`config.mk`:
```
export PLATFORM = sky130hd
export DESIGN_NAME = register_file_mp
export DESIGN_NICKNAME = d
export VERILOG_FILES = /design/src/rtl/regfile_pkg.sv /design/src/rtl/regfile_read_port.sv /design/src/rtl/register_file_mp.sv
export SDC_FILE = /design/constraint.sdc
export NUM_CORES = 1
export LEC_CHECK = 0
export ABC_CLOCK_PERIOD_IN_PS = 8300
export CORE_MARGIN = 5
export CORE_UTILIZATION = 50
export CTS_BUF_LIST = sky130_fd_sc_hd__clkbuf_16
export DETAILED_ROUTE_END_ITERATION = 16
export MAX_ROUTING_LAYER = met4
export PLACE_DENSITY_LB_ADDON = 0.2
export SLEW_MARGIN = 20
export SYNTH_ARGS = -nofsm -noshare
export SYNTH_HDL_FRONTEND = slang
export SYNTH_SLANG_ARGS = --single-unit
```
`constraint.sdc`:
```
create_clock -name clk -period 8.3 [get_ports clk]
set_input_delay 0.83 -clock clk [delete_from_list [all_inputs] [get_ports clk]]
set_output_delay 0.83 -clock clk [all_outputs]
set_load 0.05 [all_outputs]
```
`src/rtl/regfile_pkg.sv`:
```
// Shared constants and scrub FSM encoding for the multi-port register file.
package regfile_pkg;

  localparam int DEF_DATA_W = 16;
  localparam int DEF_ADDR_W = 3;

  typedef enum logic {
    ST_IDLE  = 1'b0,
    ST_CLEAR = 1'b1
  } state_e;

endpackage

```
`src/rtl/regfile_read_port.sv`:
```
// One read port: zero-register override, write-to-read forwarding and busy lookup.
module regfile_read_port #(
  parameter int DATA_W  = 16,
  parameter int ADDR_W  = 3,
  parameter int ZERO_R0 = 0,
  parameter int BYPASS  = 1
) (
  input  logic              rst,
  input  logic              byp_en,
  input  logic [ADDR_W-1:0] raddr,
  input  logic [DATA_W-1:0] entry,
  input  logic              busy,
  input  logic              we0,
  input  logic [ADDR_W-1:0] waddr0,
  input  logic [DATA_W-1:0] wdata0,
  input  logic              we1,
  input  logic [ADDR_W-1:0] waddr1,
  input  logic [DATA_W-1:0] wdata1,
  input  logic              rsv_en,
  input  logic [ADDR_W-1:0] rsv_addr,
  output logic [DATA_W-1:0] rdata,
  output logic              rbusy
);

  logic hit0, hit1, hit_rsv, fwd;

  always_comb begin
    hit0    = we0 && (waddr0 == raddr);
    hit1    = we1 && (waddr1 == raddr);
    hit_rsv = rsv_en && (rsv_addr == raddr);
    fwd     = (BYPASS != 0) && byp_en;

    rdata = entry;
    if (fwd && hit1)      rdata = wdata1;
    else if (fwd && hit0) rdata = wdata0;

    // A retiring producer releases the entry unless a new one claims it now.
    rbusy = busy;
    if (fwd && (hit0 || hit1) && !hit_rsv) rbusy = 1'b0;

    if (rst || ((ZERO_R0 != 0) && (raddr == '0))) begin
      rdata = '0;
      rbusy = 1'b0;
    end
  end

endmodule

```
`src/rtl/register_file_mp.sv`:
```
// Multi-port register file with busy scoreboard and a one-entry-per-cycle scrub engine.
module register_file_mp
  import regfile_pkg::*;
#(
  parameter int DATA_W  = DEF_DATA_W,
  parameter int ADDR_W  = DEF_ADDR_W,
  parameter int NUM_RD  = 2,
  parameter int ZERO_R0 = 0,
  parameter int BYPASS  = 1
) (
  input  logic                     clk,
  input  logic                     rst,
  input  logic                     we0,
  input  logic [ADDR_W-1:0]        waddr0,
  input  logic [DATA_W-1:0]        wdata0,
  input  logic                     we1,
  input  logic [ADDR_W-1:0]        waddr1,
  input  logic [DATA_W-1:0]        wdata1,
  input  logic [NUM_RD*ADDR_W-1:0] raddr,
  output logic [NUM_RD*DATA_W-1:0] rdata,
  output logic [NUM_RD-1:0]        rbusy,
  input  logic                     rsv_en,
  input  logic [ADDR_W-1:0]        rsv_addr,
  input  logic                     clr_req,
  output logic                     clr_busy,
  output logic [(2**ADDR_W)-1:0]   busy_vec
);

  localparam int DEPTH = 2**ADDR_W;
  localparam logic [ADDR_W-1:0] LAST_IDX = ADDR_W'(DEPTH-1);

  state_e                        state_q;
  logic [ADDR_W-1:0]             idx_q;
  logic                          clr_busy_q;
  logic [DEPTH-1:0][DATA_W-1:0]  mem_q, mem_d;
  logic [DEPTH-1:0]              busy_q, busy_d;
  logic                          idle, we0_ok, we1_ok, rsv_ok;

  // Address-0 traffic is discarded up front so array, scoreboard and bypass agree.
  always_comb begin
    idle   = (state_q == ST_IDLE);
    we0_ok = idle && we0    && !((ZERO_R0 != 0) && (waddr0   == '0));
    we1_ok = idle && we1    && !((ZERO_R0 != 0) && (waddr1   == '0));
    rsv_ok = idle && rsv_en && !((ZERO_R0 != 0) && (rsv_addr == '0));
  end

  always_comb begin
    mem_d  = mem_q;
    busy_d = busy_q;
    if (!idle) begin
      mem_d[idx_q]  = '0;
      busy_d[idx_q] = 1'b0;
    end else begin
      if (we0_ok) begin
        mem_d[waddr0]  = wdata0;
        busy_d[waddr0] = 1'b0;
      end
      if (we1_ok) begin
        mem_d[waddr1]  = wdata1;
        busy_d[waddr1] = 1'b0;
      end
      if (rsv_ok) busy_d[rsv_addr] = 1'b1;
    end
  end

  always_ff @(posedge clk or posedge rst) begin
    if (rst) begin
      mem_q  <= '0;
      busy_q <= '0;
    end else begin
      mem_q  <= mem_d;
      busy_q <= busy_d;
    end
  end

  always_ff @(posedge clk or posedge rst) begin
    if (rst) begin
      state_q    <= ST_IDLE;
      idx_q      <= '0;
      clr_busy_q <= 1'b0;
    end else begin
      case (state_q)
        ST_IDLE: begin
          if (clr_req) begin
            state_q    <= ST_CLEAR;
            clr_busy_q <= 1'b1;
          end
        end
        ST_CLEAR: begin
          if (idx_q == LAST_IDX) begin
            state_q    <= ST_IDLE;
            idx_q      <= '0;
            clr_busy_q <= 1'b0;
          end else begin
            idx_q <= idx_q + ADDR_W'(1);
          end
        end
        default: begin
          state_q    <= ST_IDLE;
          idx_q      <= '0;
          clr_busy_q <= 1'b0;
        end
      endcase
    end
  end

  assign clr_busy = clr_busy_q;
  assign busy_vec = busy_q;

  for (genvar i = 0; i < NUM_RD; i++) begin : g_rd
    logic [ADDR_W-1:0] ra;
    assign ra = raddr[i*ADDR_W +: ADDR_W];

    regfile_read_port #(
      .DATA_W (DATA_W),
      .ADDR_W (ADDR_W),
      .ZERO_R0(ZERO_R0),
      .BYPASS (BYPASS)
    ) u_rd (
      .rst     (rst),
      .byp_en  (idle),
      .raddr   (ra),
      .entry   (mem_q[ra]),
      .busy    (busy_q[ra]),
      .we0     (we0_ok),
      .waddr0  (waddr0),
      .wdata0  (wdata0),
      .we1     (we1_ok),
      .waddr1  (waddr1),
      .wdata1  (wdata1),
      .rsv_en  (rsv_ok),
      .rsv_addr(rsv_addr),
      .rdata   (rdata[i*DATA_W +: DATA_W]),
      .rbusy   (rbusy[i])
    );
  end

endmodule

```
## Word level (Yosys, flattened, before mapping)

Index checks and enable logic that the tools add are counted.

- Logic and storage cells: 119
- Output and inout port bits: 43
- Bits of input ports: 53
- Bits in registers: 141

- Mux-type cells: 51
- $lt $le $gt $ge: 10
- Eq/ne operators: 9
- $add $sub $neg: 1
- Reduce and logical (&&, ||, !) cells: 26
- Bitwise operators: 10

Operators with widths:

| kind | count |
|---|---|
| 128-bit 2-to-1 mux | 4 |
| 128-bit bitwise mux | 2 |
| 16-bit 2-to-1 mux | 11 |
| 16-bit demux with 3-bit select | 3 |
| 128-bit bitwise AND | 1 |
| 128-bit inverter | 1 |
| 16-bit binary-select mux with 3-bit select | 2 |
| 8-bit 2-to-1 mux | 6 |
| 8-bit bitwise AND | 3 |
| 3-bit by 4-bit less-than comparator with 1-bit output (second input constant) | 6 |
| 8-bit inverter | 3 |
| 1-bit logical AND | 21 |
| 3-bit == test | 6 |
| 1-bit 2-to-1 mux | 14 |
| 1-bit demux with 3-bit select | 4 |
| 3-bit by 1-bit greater-or-equal comparator with 1-bit output (second input constant) | 4 |
| 8-bit OR | 1 |
| 1-bit binary-select mux with 3-bit select | 2 |
| 1-bit one-hot mux with 2 select lines | 2 |
| 3-bit by 1-bit adder with 3-bit output (second input constant) | 1 |
| 3-bit == test (second input constant) | 1 |
| 3-bit 2-to-1 mux | 1 |
| 1-bit zero test | 2 |
| 1-bit logical OR | 2 |
| other kinds (4) | 4 |

## Depth between registers and ports, before layout

- Depth after elaboration: 14
- Mapped depth: 8
- Depth with buffers taken out: 5

## Modules after synthesis

A second synthesis with hierarchy kept.

- Cell total of the unflattened synthesis: 1435
- Area total of the unflattened synthesis: 12036.5 um^2

By module, submodules not included:

| module | cells an instance | sequential area each (um^2) | times used | area an instance (um^2) |
|---|---|---|---|---|
| register_file_mp | 1291 | 3528.4 | 1 | 11025.6 |
| regfile_read_port | 72 | 0.0 | 2 | 505.5 |

## Worst setup path before layout

Ideal clock, no wire load.

- Kind: input to output
- Start point: input port rst
- End point: output port rdata[10]
- Required time: 7.470 ns
- Path buffers: 1
- Arrival: 6.655 ns
- Setup slack: 0.815 ns
- Cell stages on the path: 4
- Cell sequence: inv_1 -> clkbuf_1 -> o21ai_0 -> a31oi_1

- Longest elaborated chain between the ends: 1

Ends and longest elaborated chain:

| what | line | source |
|---|---|---|
| start: declaration | register_file_mp.sv:12 | `input logic rst,` |
| 16-bit 2-to-1 mux | regfile_read_port.sv:41 | `if (rst \|\| ((ZERO_R0 != 0) && (raddr == '0))) begin` |
| end: declaration | register_file_mp.sv:20 | `output logic [NUM_RD*DATA_W-1:0] rdata,` |

Every way passes these cells.

## Worst setup path after layout

- Start point: input port raddr[5]
- End point: output port rdata[18]

- Longest elaborated chain between the ends: 6
- Elaborated cells on any way between the ends: 11
- Those cells by class: eq/ne: 2; mux: 5; reduce/logical: 4

Ends and longest elaborated chain:

| what | line | source |
|---|---|---|
| start: declaration | register_file_mp.sv:19 | `input logic [NUM_RD*ADDR_W-1:0] raddr,` |
| parallel branches: the longest is 4 deep, another holds 16-bit binary-select mux with 3-bit select | - |  |
| 16-bit 2-to-1 mux * | regfile_read_port.sv:34 | `if (fwd && hit1) rdata = wdata1;` |
| 16-bit 2-to-1 mux * | regfile_read_port.sv:41 |  |

Every way passes the cells marked *. The select of a mux whose other input is x is not followed.

==> impl_metrics.tcl <==
set metrics [dict create \
    clkSinkCount 141 \
    holdCritPathClass "register to register" \
    grt_max_degree 83 \
    hold_end "mem_q[80]" \
    drive_above_1_share_pct 11.7 \
    hpwl_mm 25.9 \
    placed_cell_area_sq_mm 0.0121 \
    overflow 0 \
    clk_pin_slew_worst_paths_ns 0.07 \
    core_area_sq_mm 0.0226 \
    dr.pass1.iters 5 \
    timing.setup.tns_ns 0 \
    final_cell_mix "205 x nand2_1, 140 x dfrtp_1, 134 x nor2_1" \
    peakVddDrop_uv 295 \
    drt_iter0_drc 1759 \
    rrSetupSlack_ns 4.86 \
    fin_nets 1328 \
    power_leakage_nw 5.34 \
    fin_crit_sh_pct 60.9 \
    worst_slew_pin_slew_ns 1.24 \
    final_area_sq_mm 0.0127 \
    rsz0062_at_grt "false" \
    wirelength_mm 46.9 \
    maxCapViolations 0 \
    relSlewSlack_pct 17.7 \
    postCtsHoldBufs 0 \
    cp.arrival_ns 4.23 \
    row_count 55 \
    nFillCells 1979 \
    hold_viol_final 0 \
    synth-edff-count 0 \
    power_density_mw_per_mm2 287 \
    fmax_mhz 198 \
    cts_resized 0 \
    cp_max_fo 38 \
    cts_made_buffers 17 \
    grt_pass1_vias 11300 \
    syn_to_final_growth_pct 11.1 \
    run_status "finished, final reports clean" \
    r2r-start "state_q" \
    die_y_microns 161 \
    synth_nets 1352 \
    ys_ff_latch 141 \
    ant_nets 0 \
    syn_area_sq_mm 0.0114 \
    die_x_microns 161 \
    diodes 0 \
    routed-via-count 11700 \
    antenna_found_initial 0 \
    drc 0 \
    hold_depth 2 \
    io_pins 96 \
    async_flop_share_pct 100 \
    reg2regPathDepth 4 \
    die_area_sq_mm 0.0260 \
    final_max_slew_viol_count 0 \
    ys_types 45 \
    synthCells 1297 \
    cp-start-kind "primary input" \
    clockRootBuffer "clkbuf_16" \
    portBuffers 95 \
    mostFrequentLayoutCell "nand2_1" \
    insertion_delay_ns 0.44 \
    track_usage_pct 36.3 \
    h-tree-depth 4 \
    setup_viol 0 \
    wire_per_inst_microns 29.9 \
    gp_congestion 0.872 \
    viasPerCell 7.45 \
    min_from "mem_q[80]" \
    crit_type "primary input to primary output" \
    ys_seq_area_share_pct 30.8 \
    fin_crit_ns 5.06 \
    cts_tree "done" \
    crit-reg2reg-capture "mem_q[18]" \
    yosys_warnings 0 \
    synth-main-ff-cell "dfrtp_1" \
    critPathRequiredTime_ns 7.47 \
    clock_path_buffers 2 \
    start_util_pct 50.7 \
    cts_setup_buffers 0 \
    end_kind "primary output" \
    syn_avg_cell_area_sq_um 8.82 \
    fin_worst_skew_ns 0.0125 \
    grt_pass1_wl_mm 70.3 \
]
[cell families after synthesis]
family | share of synthesized area (%)
buf+inv | 6.89
simple gates | 21.5
flops | 30.8
mux | 17.3
xor+xnor | 1.38
compound gates | 21.9
fa+ha+maj | 0.219
[registers in the layout (all words and copies together) (netlist names)]
name and flops:
clr_busy 1, idx_q 3, state_q 1, busy_vec 8, mem_q 128
[routing by layer]
layer | vias up | wire length [microns] | global-route usage [%]
met4 | 0 | 2830 | 18.6
met3 | 224 | 6660 | 10.1
met1 | 5607 | 17700 | 48.3
met5 | - | 0 | -
li1 | 4811 | - | -
met2 | 1063 | 19800 | 50.9
[worst max-delay path by stage]
stage,from,endpoint,slack (ns),cells past startpoint
finish,raddr[5],rdata[18],3.24,6
global route,raddr[5],rdata[18],3.23,6
CTS,raddr[5],rdata[18],3.44,6
detailed placement,raddr[5],rdata[18],3.45,6
global placement,raddr[5],rdata[18],3.48,6
floorplan,rst,rdata[10],0.81,4
[synth_stat cells, types with 2 or more instances]
cell type / number / area share (%)
nor2b_1: 9 / 0.49
and2_1: 10 / 0.55
o21ai_0: 31 / 1.4
ha_1: 2 / 0.22
buf_4: 17 / 1.1
and3b_1: 3 / 0.23
buf_6: 6 / 0.59
nor3b_4: 2 / 0.33
and4_1: 2 / 0.15
nand3_1: 7 / 0.31
a32oi_1: 6 / 0.46
clkbuf_1: 60 / 2.0
o31a_1: 3 / 0.23
mux2i_1: 7 / 0.61
nand3b_1: 3 / 0.20
mux2_2: 32 / 3.1
dfrtp_1: 141 / 31
o31ai_1: 131 / 8.6
a31oi_1: 32 / 1.7
a22oi_1: 3 / 0.20
o21ai_1: 4 / 0.17
a21oi_1: 8 / 0.35
inv_1: 5 / 0.16
mux4_1: 17 / 3.9
and3_1: 130 / 7.1
nand2_2: 8 / 0.44
xnor2_1: 18 / 1.4
nand2_1: 205 / 6.7
nor2_1: 135 / 4.4
buf_2: 43 / 1.9
nand4_1: 4 / 0.22
nor3_1: 2 / 0.087
a41o_1: 2 / 0.17
buf_1: 17 / 0.56
clkbuf_2: 7 / 0.31
a211oi_1: 128 / 8.4
mux4_2: 49 / 9.6
[critical path, stage by stage]
cell             delay, ns
buf_2                 0.89
xnor2_1               0.22
nand4_1               0.94
nand4_1               0.47
a31oi_1               0.13
clkdlybuf4s50_1       0.73
[per-stage QoR]
step | power [mW] | instances | hold slack (ns) | utilization (%) | setup slack, ns
after detailed placement | 2.77 | 1539 | 0.511 | 53.6 | 3.45
after CTS | 3.60 | 1571 | 0.527 | 56.3 | 3.44
after global placement | 2.72 | 1539 | 0.499 | 53.6 | 3.48
final | 3.66 | 1571 | 0.528 | 56.3 | 3.24
after global routing | 3.79 | 1571 | 0.552 | 56.3 | 3.23
after floorplan | 2.25 | 1297 | 0.480 | - | 0.815
[cell type report]
cell class,instances,area (sq um),share of cell area (%)
timing repair buffer,109,1040,8.15
clock buffer,17,425,3.35
inverter,5,23.8,0.187
multi-input combinational,999,7150,56.3
sequential,141,3530,27.8
clock inverter,15,188,1.48
tap,285,357,2.80
[power by group]
group | switching (mW) | internal, mW | leakage (nW)
Combinational | 0.942 | 0.609 | 3.12
Clock | 0.354 | 0.477 | 0.279
Sequential | 0.341 | 0.932 | 1.94
Total | 1.64 | 2.02 | 5.34
(Power assumes the default switching activity.)
